### config.mk
export PLATFORM = sky130hd
export DESIGN_NAME = byte_access_ctrl
export DESIGN_NICKNAME = d
export VERILOG_FILES = /design/src/rtl/byte_access_ctrl.sv
export SDC_FILE = /design/constraint.sdc
export NUM_CORES = 1
export LEC_CHECK = 0
export CAP_MARGIN = 0
export CORE_ASPECT_RATIO = 0.8
export CORE_MARGIN = 2
export CORE_UTILIZATION = 47
export CTS_BUF_LIST = sky130_fd_sc_hd__clkbuf_16
export DETAILED_ROUTE_END_ITERATION = 6
export GPL_TIMING_DRIVEN = 0
export HOLD_SLACK_MARGIN = 0.08
export MAX_ROUTING_LAYER = met4
export PLACE_DENSITY_LB_ADDON = 0.3
export SLEW_MARGIN = 20
export SYNTH_ARGS = -nofsm -noshare
export SYNTH_HDL_FRONTEND = slang
export SYNTH_SLANG_ARGS = --single-unit
### constraint.sdc
create_clock -name clk -period 3.49 [get_ports clk]
set_input_delay 0.5235 -clock clk [delete_from_list [all_inputs] [get_ports clk]]
set_output_delay 0.5235 -clock clk [all_outputs]
set_load 0.1 [all_outputs]
### src/rtl/byte_access_ctrl.sv
// Byte/word load-store sequencer onto a word-wide memory port (byte store = read-modify-write).
// Latency req->done: 3 cycles word/byte load and word store, 4 cycles byte store, +1 per memory wait cycle.
// Backpressure: requests only sampled in IDLE; memory stalls via mem_ack. Optional BYTE_SIGN_EXT_EN adds sx.
module byte_access_ctrl #(
    parameter int WIDTH = 32
) (
    input  logic             clk,
    input  logic             reset,
    input  logic             req,
    input  logic             we,
    input  logic             bsel,
    input  logic [WIDTH-1:0] addr,
    input  logic [1:0]       byte_idx,
    input  logic [WIDTH-1:0] wdata,
`ifdef BYTE_SIGN_EXT_EN
    input  logic             sx,
`endif
    output logic [WIDTH-1:0] rdata,
    output logic             done,
    output logic             busy,
    output logic [WIDTH-1:0] mem_addr,
    output logic [WIDTH-1:0] mem_wdata,
    output logic             mem_wen,
    output logic             mem_req,
    input  logic             mem_ack,
    input  logic [WIDTH-1:0] mem_rdata
);

    localparam logic [1:0] S_IDLE = 2'd0;
    localparam logic [1:0] S_RD   = 2'd1;
    localparam logic [1:0] S_WR   = 2'd2;
    localparam logic [1:0] S_DONE = 2'd3;

    logic [1:0]       state;
    logic             we_q;
    logic             bsel_q;
    logic [1:0]       idx_q;
    logic [7:0]       wbyte_q;
    logic             sx_q;
    logic [7:0]       lane;
    logic [WIDTH-1:0] merged;
    logic [WIDTH-1:0] load_val;

`ifdef BYTE_SIGN_EXT_EN
    logic sx_in;
    assign sx_in = sx;
`else
    logic sx_in;
    assign sx_in = 1'b0;
`endif

    // Lane k lives at bits [8k+7:8k]; index kept 5 bits wide so it cannot wrap.
    always_comb begin
        lane   = mem_rdata[{idx_q, 3'b000} +: 8];
        merged = mem_rdata;
        merged[{idx_q, 3'b000} +: 8] = wbyte_q;
        if (!bsel_q)
            load_val = mem_rdata;
        else if (sx_q && lane[7])
            load_val = {{(WIDTH-8){1'b1}}, lane};
        else
            load_val = {{(WIDTH-8){1'b0}}, lane};
    end

    always_ff @(posedge clk) begin
        if (!reset) begin
            state     <= S_IDLE;
            we_q      <= 1'b0;
            bsel_q    <= 1'b0;
            idx_q     <= 2'd0;
            wbyte_q   <= 8'd0;
            sx_q      <= 1'b0;
            rdata     <= '0;
            done      <= 1'b0;
            busy      <= 1'b0;
            mem_addr  <= '0;
            mem_wdata <= '0;
            mem_wen   <= 1'b0;
            mem_req   <= 1'b0;
        end else begin
            case (state)
                S_IDLE: begin
                    if (req) begin
                        we_q     <= we;
                        bsel_q   <= bsel;
                        idx_q    <= byte_idx;
                        wbyte_q  <= wdata[7:0];
                        sx_q     <= sx_in;
                        busy     <= 1'b1;
                        mem_addr <= addr;
                        mem_req  <= 1'b1;
                        if (we && !bsel) begin
                            mem_wdata <= wdata;
                            mem_wen   <= 1'b1;
                            state     <= S_WR;
                        end else begin
                            mem_wen <= 1'b0;
                            state   <= S_RD;
                        end
                    end
                end
                S_RD: begin
                    if (mem_ack) begin
                        if (we_q) begin
                            // mem_req stays high: the write follows the read with no gap.
                            mem_wdata <= merged;
                            mem_wen   <= 1'b1;
                            state     <= S_WR;
                        end else begin
                            rdata   <= load_val;
                            mem_req <= 1'b0;
                            done    <= 1'b1;
                            state   <= S_DONE;
                        end
                    end
                end
                S_WR: begin
                    if (mem_ack) begin
                        mem_req <= 1'b0;
                        mem_wen <= 1'b0;
                        done    <= 1'b1;
                        state   <= S_DONE;
                    end
                end
                default: begin
                    done  <= 1'b0;
                    busy  <= 1'b0;
                    state <= S_IDLE;
                end
            endcase
        end
    end

endmodule

Yosys cells after proc, flatten, opt, wreduce, memory -nomap -nowiden
Index checks and enable logic that the tools add are counted.

word-level totals
  register bits = 114
  output and inout port bits = 100
  input port bits = 104
  word-level logic and storage cells = 69

cells by class
  bitwise logic cells = 3
  muxes and demuxes = 28
  reductions and logical operators = 14
  shifts and indexed selects = 3
  add/sub/neg operators = 1
  eq/ne operators = 8

operator list
  operator                  count
  $mux W32                  5
  $pmux W32 S2              1
  $bwmux W32                1
  $shift A8 B7 Y32 const A  1
  $shiftx A32 B6 Y8         1
  $shiftx A8 B7 Y32         1
  $reduce_and A5 Y1         3
  $mux W1                   12
  $ne A2 B2 Y1 const B      6
  $pmux W1 S3               3
  $mux W2                   4
  $neg A5 Y7                1
  $pmux W2 S3               1
  $reduce_and A3 Y1         2
  $reduce_and A2 Y1         2
  $reduce_and A4 Y1         1
  $not A1 Y1                3
  $reduce_bool A3 Y1        1
  $eq A2 B1 Y1 const B      1
  $eq A2 B2 Y1 const B      1
  $logic_not A2 Y1          1
  $pmux W1 S2               1
  $reduce_bool A2 Y1        1
  $reduce_or A2 Y1          1
  2 further kinds           2

Longest topological paths before layout
Gate-level depths: netlist (run 1).

  depth in word-level cells = 6
  depth in mapped cells = 10
  mapped depth without buffers = 6

Least setup slack after synthesis (run 1)
No wires, ideal clock.

  path kind = reg2reg
  start point = reg idx_q[0]
  end point = reg mem_wdata[0]
  cell stages (with the launch flop) = 10
  setup time = 0.070 ns
  path buffers = 3
  arrival = 2.157 ns
  clock period less this slack = 2.227 ns
  slack = 1.263 ns
  required time = 3.420 ns
  cell sequence = dfxtp_1 > buf_4 > clkbuf_1 > inv_1 > ha_1 > nor4bb_1 > buf_2 > a21oi_1 > a211o_1 > a21oi_1

on the way
  word-level cells in the longest chain between the ends = 6
  elaborated cells between the ends (all ways) = 7
  those cells by class = add/sub (1); shift (2); mux (4)

RTL lines
  item                                                   line  text
  start, declared                                        37    logic [1:0] idx_q;
  start signal, assigned                                 86    idx_q <= byte_idx;
  $neg A5 Y7 (*)                                         56    merged[{idx_q, 3'b000} +: 8] = wbyte_q;
  $shiftx A8 B7 Y32 or $shift A8 B7 Y32 (tied branches)  56
  $bwmux W32 (*)                                         56
  $mux W32 (*)                                           104   if (we_q) begin
  $mux W32 (*)                                           103   if (mem_ack) begin
  $pmux W32 S2 (*)                                       81    case (state)
  end signal, assigned                                   93    mem_wdata <= wdata;
  end signal, assigned                                   106   mem_wdata <= merged;
  end, declared                                          22    output logic [WIDTH-1:0] mem_wdata,

Mark *: on every way between the ends. The rest lies on a longest branch, timed or not. The select of a mux whose other input is x is not followed.
A chain may end at the register's enable or synchronous reset.

Worst setup path after layout (run 1)
  start point = reg idx_q[0]
  end point = reg mem_wdata[21]

Same word-level chain as after synthesis.

==> summary.md, run 1 <==
| Metric | Value |
|---|---|
| Clock Sinks | 114 |
| Internal power | 3.961 mW |
| Area growth syn-to-layout | 54.06% |
| Grt total ovfl | 0 |
| Total GRT Usage | 0.3335 |
| Worst setup path category | reg2reg |
| Worst-margin pin slew | 1023 ps |
| R2r endpoint | mem_wdata[21] |
| Cells resized by post-CTS repair | 0 |
| Synth Area in Compound Gates | 0.2239 |
| Root Driver | clkbuf_16 |
| Cell type with the largest total area after synthesis | dfxtp_1 |
| Share of cells above drive strength 1 | 0.05525 |
| Count of cell types in the netlist | 39 |
| Sw Ratio | 0.5031 |
| Post-CTS setup buffers | 0 |
| Routed WL per cell | 18.58 um |
| Die width | 122.1 um |
| Hold path depth | 2 |
| Main synth FF type | dfxtp_1 |
| Antenna diodes | 0 |
| Clock Path Buffers | 2 |
| Largest family of logic cells by synthesized area | simple AND/OR/NAND/NOR gates |
| Starting density of the core | 0.4814 |
| Hold_buf cts | 0 |
| Status | finished with violations |
| Reg power frac | 0.227 |
| First-pass GRT wire length | 29,920 um |
| Maximum capacitance violations | 0 |
| Adder-Cell Fraction of Synth Area | 0.02148 |
| FMAX | 0.3508 GHz |
| Mux cell area share after synthesis | 0.01909 |
| R2R setup slack | 640 ps |
| H-tree depth | 4 |
| Clk Latency, worst-skew pair | 410 ps |
| Leak | 3.033 nW |
| Die height | 98.47 um |
| Failing checks | design-rule violations |
| Hold-critical path endpoint | mem_wdata[14] |
| Most frequent cell after synthesis | nand2_1 |
| Relative slew margins | 0.3157 |
| Pre-Repair DR Iteration Count | 7 |
| Slowest CP cell | dfxtp_1 |
| Pwr Total | 7.972 mW |
| Post-DP HPWL | 14,630 um |
| Setup crit start kind | register |
| Vias in the first global route | 5,724 |
| CP endpoint kind | register |
| Asr flop ratio synth | 0 |
| Worst r2r src | idx_q[0] |
| Worst Hold Class | reg2reg |
| Comb power frac | 0.540 |
| Post-Synthesis Cell Area | 5243 um^2 |
| Inserted Clock Buffers | 17 |
| Top Ports | 204 |
| Synth Instances | 671 |
| Crit-path max FO | 10 |
| Crit path largest cell delay | 450 ps |
| Crit share post-route | 0.8168 |
| Sequential fraction of the synthesis area | 0.4353 |
| Min-delay src | mem_wdata[14] |
| Largest net degree at the start of global routing | 17 |
| Sw Pwr | 4.011 mW |
| Tmin final | 2851 ps |
| Port bufs | 203 |
| Post-synthesis simple-gate area fraction | 0.2325 |
| Ranking of synthesized cells by area | dfxtp_1 44%, a21oi_1 11%, nand2_1 11% |
| Mean post-synth cell area | 7.813 um^2 |
| Reg2Reg Depth | 10 |
| Register bit total from synthesis | 114 |
| Worst-path clk slew | 50 ps |
| Core area | 10,890 um^2 |
| CTS tree | built |
| WP data required | 3830 ps |
| Worst-path cell chain | buf_4 > clkbuf_1 > inv_1 > ha_1 > buf_2 > nor3b_2 > clkbuf_2 > and3_1 > o221ai_1 > a21oi_1 |
| Vias per cell | 5.696 |
| Post-route ant nets | 0 |
| Final Hold Vio Count | 0 |
| Xor and xnor area share after synthesis | 0 |
| Worst EP arrival | 3190 ps |
| Synth cell count leaders | 149 x nand2_1, 114 x dfxtp_1, 113 x a21oi_1, 33 x clkbuf_1, 31 x inv_1 |
| Initial DRC count | 648 |
| RSZ-0062 raised after global routing | no |
| Syn nets | 784 |
| Bufs and invs on worst path | 5 |
| DRC viols | 4 |
| Max Transition Viols Final | 0 |
| Final Setup Violations | 0 |
| Clock power share | 0.233 |
| Die area | 12,020 um^2 |
| Initial antenna violation count | 0 |
| Pwr/cell area | 987.0 nW/um^2 |
| Final net count | 1,006 |
| Final estimated routing congestion in global placement | 0.9587 |
| Via Count | 5,975 |
| Crit path max-delay family | buffers and inverters |
| # rows | 34 |
| Post-route setup TNS | 0 ps |
| Synth top area share | 0.4353 |
| Max VDD drop | 0.0008471 V |
| Worst Clk Skew | 9.428 ps |
| Worst setup startpoint | idx_q[0] |
| Wirelength, routed | 19,490 um |
| Number of flops mapped to enable cells by yosys | 0 |
| Ys Warns | 0 |
-- area by class of cell --
type	count	area, um^2
fill	858	2814
multi-input combinational	473	2605
sequential	114	2282
timing repair buffer	203	2032
clock buffer	17	425.4
buffer	52	235.2
clock inverter	14	196.4
tap	144	180.2
inverter	32	120.1
-- power by group through the flow --
stage	Combinational (mW)	Sequential [mW]	Clock, mW
2_1_floorplan	1.29	3.68	0
3_3_place_gp	4.18	1.82	0
3_5_place_dp	4.24	1.83	0
4_1_cts	4.27	1.81	1.86
5_1_grt	4.50	1.84	1.93
6_report	4.30	1.81	1.85
-- cell usage in the layout (no fill, tap or decap), drive strengths merged, types with 10 or more instances in the layout --
cell	Yosys	layout
clkdlybuf4s50	0	203
nand2	150	150
dfxtp	114	114
a21oi	113	113
clkbuf	34	51
inv	31	33
o21ai	25	25
or3	25	25
and3	24	24
o221ai	24	24
nor2b	19	19
nor2	18	18
buf	18	18
nand3	11	11
mux2i	10	10
-- worst max path at each step --
| stage | to | slack (ps) | depth (start not counted) |
|---|---|---|---|
| 6_report | mem_wdata[21] | 640 | 10 |
| 3_5_place_dp | mem_wdata[21] | 730 | 10 |
| 5_1_grt | mem_wdata[18] | 440 | 10 |
| 2_1_floorplan | mem_wdata[0] | 1260 | 9 |
| 4_1_cts | mem_wdata[21] | 720 | 10 |
| 3_3_place_gp | mem_wdata[21] | 820 | 10 |
-- state kept, by name (all words and copies together), names as in the netlist --
| register | cells |
|---|---|
| bsel_q | 1 |
| mem_wdata | 32 |
| mem_req | 1 |
| we_q | 1 |
| idx_q | 2 |
| mem_addr | 32 |
| mem_wen | 1 |
| wbyte_q | 8 |
| done | 1 |
| busy | 1 |
| state | 2 |
| rdata | 32 |
-- metal layers --
metal	track usage	share of wire
met2	0.4920	0.44
met1	0.4554	0.42
met5	-	0
met3	0.07755	0.10
met4	0.1017	0.028
-- worst min-delay path, stage by stage, from the launching register on --
cell	delay (ps)
dfxtp_1	300
nand2_1	50
a21oi_1	50
-- stage by stage --
step	cells	setup slack, ps	utilization	area (um^2)	hold WS [ps]
global placement	1018	821.1	0.6845	7455	436.9
CTS	1049	716.4	0.7416	8077	450.1
global route	1049	440.4	0.7416	8077	475.7
floorplan	671	1263	-	5243	462.3
detailed placement	1018	732.6	0.6845	7455	442.6
finish	1049	639.5	0.7416	8077	449.3
-- kinds of logic (layout without fill, tap and decap cells) --
| group | Yosys count | count (layout) |
|---|---|---|
| AOI/OAI and AO/OA | 196 | 196 |
| adders and majority gates | 9 | 9 |
| buffers and inverters | 84 | 318 |
| DFF | 114 | 114 |
| muxes | 10 | 10 |
| and+or+nand+nor | 258 | 258 |
No activity file was read; power rests on OpenSTA's default activity.
==> run 2, diff against run 1 <==
--- a/config.mk
+++ b/config.mk
@@ -8,7 +8,7 @@
 export CAP_MARGIN = 0
 export CORE_ASPECT_RATIO = 0.8
 export CORE_MARGIN = 2
-export CORE_UTILIZATION = 47
+export CORE_UTILIZATION = 44
 export CTS_BUF_LIST = sky130_fd_sc_hd__clkbuf_16
 export DETAILED_ROUTE_END_ITERATION = 6
 export GPL_TIMING_DRIVEN = 0
==> constraint.sdc (replaced) <==
create_clock -name clk -period 2.75 [get_ports clk]
set_input_delay 0.4125 -clock clk [delete_from_list [all_inputs] [get_ports clk]]
set_output_delay 0.4125 -clock clk [all_outputs]
set_load 0.1 [all_outputs]
==> run 2 against run 1 <==
  * The run now ends clean
  * Largest cell class unchanged
  * Sequential power is 27% higher
  * Critical path type unchanged
  * Clock power grew 18%
  * Power is 25% higher
  * Clock skew barely moved
  * Routed wire length is 0.15% higher
  * Non-clock buffer count down 1
  * Critical endpoint is now mem_wdata[22]
  * Largest power group unchanged
  * Highest routed layer unchanged
==> summary.md, run 2 (same netlist as run 1, synthesis figures left out) <==
| Metric | Value |
|---|---|
| Status | complete, no violations |
| Relative slew margins | 0.3129 (-0.002706) |
| Dpl cells | 1,022 (+0.39%) |
| Post-DP HPWL | 14,720 um (+0.63%) |
| Share of cells above drive strength 1 | 0.05752 (+0.002274) |
| Worst Hold Class | reg2reg |
| Multi-input combinational cell area | 2605 um^2 (unchanged) |
| Hold path depth | 2 (unchanged) |
| Worst setup startpoint | idx_q[0] |
| Via Count | 5,873 (-1.7%) |
| RSZ-0062 raised after global routing | no |
| Pre-Repair DR Iteration Count | 7 (unchanged) |
| Worst-path clk slew | 50 ps (about the same) |
| # fillers | 886 (+3.3%) |
| Initial antenna violation count | 0 (unchanged) |
| Min-delay src | rdata[13] |
| FMAX | 0.3903 GHz (+11%) |
| Crit share post-route | 0.9318 (+0.1150) |
| First-pass GRT wire length | 29,520 um (-1.3%) |
| Finished Cell Area | 8031 um^2 (-0.56%) |
| Pwr Total | 9.931 mW (+25%) |
| Tmin final | 2562 ps (-288.2 ps) |
| Wirelength, routed | 19,520 um (+0.15%) |
| Worst r2r src | idx_q[0] |
| Commonest non-fill, non-tap cell in the layout | clkdlybuf4s50_1 |
| Vias per cell | 5.583 (-2.0%) |
| Worst slack, placed | -39.57 ps (-772.2 ps) |
| Final net count | 1,005 (-0.099%) |
| Starting density of the core | 0.4535 (-0.02792) |
| Die height | 101.6 um (+3.2%) |
| Worst Clk Skew | 9.777 ps (+0.3484 ps) |
| Vias in the first global route | 5,692 (-0.56%) |
| Total GRT Usage | 0.3063 (-0.02712) |
| Root Driver | clkbuf_16 |
| CTS tree | built |
| Die area | 12,810 um^2 (+6.6%) |
| Clock Path Buffers | 2 (unchanged) |
| Grt total ovfl | 0 (unchanged) |
| Die width | 126.0 um (+3.2%) |
| Final Setup Violations | 0 (unchanged) |
| WHS | 451.8 ps (+2.586 ps) |
| Post-route ant nets | 0 (unchanged) |
| Most frequent cells in the layout | 203 x clkdlybuf4s50_1, 149 x nand2_1, 114 x dfxtp_1, 113 x a21oi_1, 33 x inv_1 |
| H-tree depth | 4 (unchanged) |
| Largest net degree at the start of global routing | 20 (+3) |
| Clk Latency, worst-skew pair | 420 ps (about the same) |
| Max VDD drop | 0.0009541 V (+13%) |
| Area growth syn-to-layout | 53.20% |
| Top Ports | 204 (unchanged) |
| Clock Sinks | 114 (unchanged) |
| Max Transition Viols Final | 0 (unchanged) |
| Register area | 2282 um^2 (unchanged) |
| WP data required | 3090 ps (-740 ps) |
| Leak | 3.021 nW (-0.39%) |
| Maximum capacitance violations | 0 (unchanged) |
| Antenna diodes | 0 (unchanged) |
| Port bufs | 203 (unchanged) |
| DP Area | 7460 um^2 (about the same) |
| Final estimated routing congestion in global placement | 0.9178 (-4.3%) |
| Pwr/cell area | 1237 nW/um^2 (+25%) |
| Routed WL per cell | 18.55 um (-0.13%) |
| Worst EP arrival | 2900 ps (-290 ps) |
| Regs by FF count | mem_addr x32, mem_wdata x32, rdata x32 |
| DRC viols | 0 (-4) |
| Fin cells | 1,052 (+0.29%) |
| Reg2Reg Depth | 9 (-1) |
| CP endpoint kind | register |
| R2R setup slack | 190 ps (-450 ps) |
| Initial DRC count | 693 (+6.9%) |
| Final Hold Vio Count | 0 (unchanged) |
| Crit-path max FO | 19 (+9) |
| Worst-margin pin slew | 1027 ps (+4.046 ps) |
| Final worst slack | 187.7 ps (-451.8 ps) |
| Worst setup path category | reg2reg |
| Inserted Clock Buffers | 17 (unchanged) |
| # rows | 35 (+2.9%) |
| Core area | 11,560 um^2 (+6.2%) |
| Setup crit start kind | register |
## run 2: cell count changes in the layout (fill, tap and decap cells not counted), sizes merged
cell / change
clkinv: +3
bufinv: -2
clkbuf: -1
clkinvlp: -1
## run 2: worst paths after layout
kind | endpoint
worst max-delay path | mem_wdata[22]
worst min-delay path | rdata[13]
worst max register to register | mem_wdata[22]
worst min register to register | rdata[13]
## run 2: layer usage
layer / global-route usage / part of all wire / vias to the layer above
met1: 0.4039 / 0.44 / 2736
li1: - / - / 2759
met5: - / 0 / -
met3: 0.06550 / 0.091 / 62
met2: 0.4582 / 0.44 / 316
met4: 0.1285 / 0.029 / 0
## run 2: stage by stage
step                        util  TNS (ps)
after floorplan                -         0
final                     0.6947         0
after global routing      0.6947         0
after CTS                 0.6946         0
after global placement    0.6452         0
after detailed placement  0.6452    -142.9
## run 2: what timing repair did
action                                  in CTS  in global routing
hold buffers                                 0                  0
endpoints found under the setup margin       7                  7
gates cloned                                 0                  0
resized for setup                            0                  2
hold endpoints to repair                     0                  0
buffers inserted                             0                  0
## run 2: area by class of cell
class                      count  area share
clock inverter                14     0.01854
sequential                   114      0.2842
timing repair buffer         203      0.2530
multi-input combinational    473      0.3243
buffer                        51     0.02898
tap                          148     0.02306
clock buffer                  17     0.05297
inverter                      32     0.01496
## run 2: worst max-delay path, stage by stage, from the launching register on
cell	delay, ps
dfxtp_1	450
buf_4	310
inv_1	130
ha_1	230
buf_2	190
nor3b_2	380
clkbuf_2	280
and3_1	190
o221ai_1	140
a21oi_1	190
## run 2: where the power goes
group | internal [mW] | total, mW | switching, mW
Combinational | 1.40 | 5.45 | 4.05
Sequential | 2.05 | 2.30 | 0.256
Clock | 1.40 | 2.18 | 0.779
Total | 4.84 | 9.93 | 5.09
==> run 3, diff against run 2 <==
--- a/config.mk
+++ b/config.mk
@@ -8,13 +8,14 @@
 export CAP_MARGIN = 0
 export CORE_ASPECT_RATIO = 0.8
 export CORE_MARGIN = 2
-export CORE_UTILIZATION = 44
+export CORE_UTILIZATION = 35
 export CTS_BUF_LIST = sky130_fd_sc_hd__clkbuf_16
 export DETAILED_ROUTE_END_ITERATION = 6
 export GPL_TIMING_DRIVEN = 0
 export HOLD_SLACK_MARGIN = 0.08
 export MAX_ROUTING_LAYER = met4
 export PLACE_DENSITY_LB_ADDON = 0.3
+export SKIP_LAST_GASP = 1
 export SLEW_MARGIN = 20
 export SYNTH_ARGS = -nofsm -noshare
 export SYNTH_HDL_FRONTEND = slang
==> run 3 against run 2 <==
  * Die area increased by 25%
  * First-iteration DRC count down 32%
  * Setup slack improved by 44 ps
  * Non-clock buffer count unchanged
  * Final cell count increased by 3.2%
  * Clock power is 11% lower
  * Utilization fell by 14 points
  * Hold slack worse by 3.4 ps
  * Via count shrank 3.6%
  * Combinational power down 1%
  * Routed wire length is 2.7% lower
  * Register-to-register slack gained 40 ps
  * Critical path type unchanged
  * Critical endpoint unchanged
  * Largest power group unchanged
==> summary.md, run 3 (same netlist as run 1, synthesis figures left out) <==
| Metric | Value |
|---|---|
| Status | complete, no violations |
| Top Ports | 204 (unchanged) |
| Pre-Repair DR Iteration Count | 7 (unchanged) |
| Post-DP HPWL | 14,550 um (-1.1%) |
| Met3 wire length | 1779 um (about the same) |
| Crit share post-route | 0.9158 (-0.01598) |
| Crit-path max FO | 10 (-9) |
| Fin cells | 1,086 (+3.2%) |
| Dpl cells | 1,058 (+3.5%) |
| First-pass GRT wire length | 29,010 um (-1.7%) |
| Inserted Clock Buffers | 17 (unchanged) |
| Worst setup path category | reg2reg |
| Area growth syn-to-layout | 52.70% |
| Share of cells above drive strength 1 | 0.05100 (-0.006524) |
| Max VDD drop | 0.0009578 V (+0.38%) |
| DP Area | 7505 um^2 (+0.60%) |
| Clk Latency, worst-skew pair | 410 ps (about the same) |
| Worst Clk Skew | 6.504 ps (-3.272 ps) |
| Post-route ant nets | 0 (unchanged) |
| Setup crit start kind | register |
| Relative slew margins | 0.3095 (-0.003481) |
| Pwr/cell area | 1203 nW/um^2 (-2.7%) |
| Leak | 2.986 nW (-1.2%) |
| CTS tree | built |
| Vias per cell | 5.215 (-6.6%) |
| Routed WL per cell | 17.48 um (-5.8%) |
| Die height | 113.5 um (+12%) |
| Final Hold Vio Count | 0 (unchanged) |
| # rows | 39 (+11%) |
| Grt total ovfl | 0 (unchanged) |
| Tmin final | 2518 ps (-43.94 ps) |
| Cells resized by post-CTS repair | 0 (unchanged) |
| Most frequent cells in the layout | 203 x clkdlybuf4s50_1, 149 x nand2_1, 114 x dfxtp_1, 113 x a21oi_1, 33 x inv_1 |
| Antenna diodes | 0 (unchanged) |
| Wirelength, routed | 18,990 um (-2.7%) |
| Commonest non-fill, non-tap cell in the layout | clkdlybuf4s50_1 |
| Worst-margin pin slew | 1033 ps (+5.205 ps) |
| WP data required | 3090 ps (about the same) |
| RSZ-0062 raised after global routing | no |
| Total GRT Usage | 0.2422 (-0.06412) |
| Initial DRC count | 470 (-32%) |
| Fin util | 0.5542 (-0.1405) |
| Final net count | 1,005 (unchanged) |
| Via Count | 5,664 (-3.6%) |
| Vias in the first global route | 5,419 (-4.8%) |
| Worst Hold Class | reg2reg |
| Port bufs | 203 (unchanged) |
| H-tree depth | 4 (unchanged) |
| Largest net degree at the start of global routing | 17 (-15%) |
| Max Transition Viols Final | 0 (unchanged) |
| Clock Sinks | 114 (unchanged) |
| Final Setup Violations | 0 (unchanged) |
| Root Driver | clkbuf_16 |
| Met2 wire length | 7827 um (-9.0%) |
| DRC viols | 0 (unchanged) |
| Final estimated routing congestion in global placement | 0.9418 (+2.6%) |
| Initial antenna violation count | 0 (unchanged) |
| Post-route setup TNS | 0 ps (unchanged) |
| Worst EP arrival | 2860 ps (-40 ps) |
| # fillers | 1,374 (+55%) |
| Uppermost layer routed | met4 |
| Starting density of the core | 0.3630 (-0.09050) |
| Hold_buf cts | 0 (unchanged) |
| FMAX | 0.3971 GHz (+1.7%) |
| Post-CTS setup buffers | 0 (unchanged) |
| Die width | 140.8 um (+12%) |
| CP endpoint kind | register |
| Die area | 15,980 um^2 (+25%) |
| Regs by FF count | mem_addr x32, mem_wdata x32, rdata x32 |
| Clock Path Buffers | 2 (unchanged) |
| Pwr Total | 9.630 mW (-3.0%) |
| Maximum capacitance violations | 0 (unchanged) |
| Worst-path clk slew | 50 ps (about the same) |
| Wl on met1 | 8992 um (+5.0%) |
| Core area | 14,440 um^2 (+25%) |
| Finished Cell Area | 8005 um^2 (-0.33%) |
run 3: stage by stage:
step / worst slack [ps] / hold WS, ps
5_1_grt: 57.83 / 459.6
2_1_floorplan: 522.8 / 462.3
4_1_cts: 5.621 / 451.5
6_report: 231.6 / 448.5
3_5_place_dp: 20.52 / 443.5
3_3_place_gp: 56.35 / 437.3
run 3: final timing paths:
kind	end	cells past startpoint	start	slack, ps
hold / removal	rdata[25]	2	rdata[25]	450
setup reg to reg	mem_wdata[22]	9	idx_q[1]	230
hold reg to reg	rdata[25]	2	rdata[25]	450
setup / recovery	mem_wdata[22]	9	idx_q[1]	230
run 3: where the power goes:
| part | internal, mW | switching (mW) |
|---|---|---|
| Combinational | 1.40 | 3.99 |
| Clock | 1.19 | 0.749 |
| Sequential | 2.05 | 0.250 |
| Total | 4.64 | 4.99 |
run 3: layout make-up:
| class | count | area (um^2) | share of cell area |
|---|---|---|---|
| Buffer | 51 | 231.5 | 0.02892 |
| Sequential cell | 114 | 2282 | 0.2851 |
| Multi-Input combinational cell | 473 | 2605 | 0.3254 |
| Clock buffer | 17 | 425.4 | 0.05314 |
| Timing Repair Buffer | 203 | 2032 | 0.2538 |
| Tap cell | 184 | 230.2 | 0.02876 |
| Clock inverter | 12 | 78.83 | 0.009847 |
| Inverter | 32 | 120.1 | 0.01500 |
run 3: critical path, stage by stage (launching register included):
cell and delay [ps]:
dfxtp_1 390, clkbuf_1 380, inv_1 160, ha_1 220
buf_2 190, nor3b_2 360, clkbuf_2 260, and3_1 200
o221ai_1 130, a21oi_1 160
run 3: per-layer routing:
layer,global-route usage,vias to the layer above
met5,-,-
met4,0.06467,0
met3,0.06129,32
met2,0.3454,293
met1,0.3418,2581
li1,-,2758
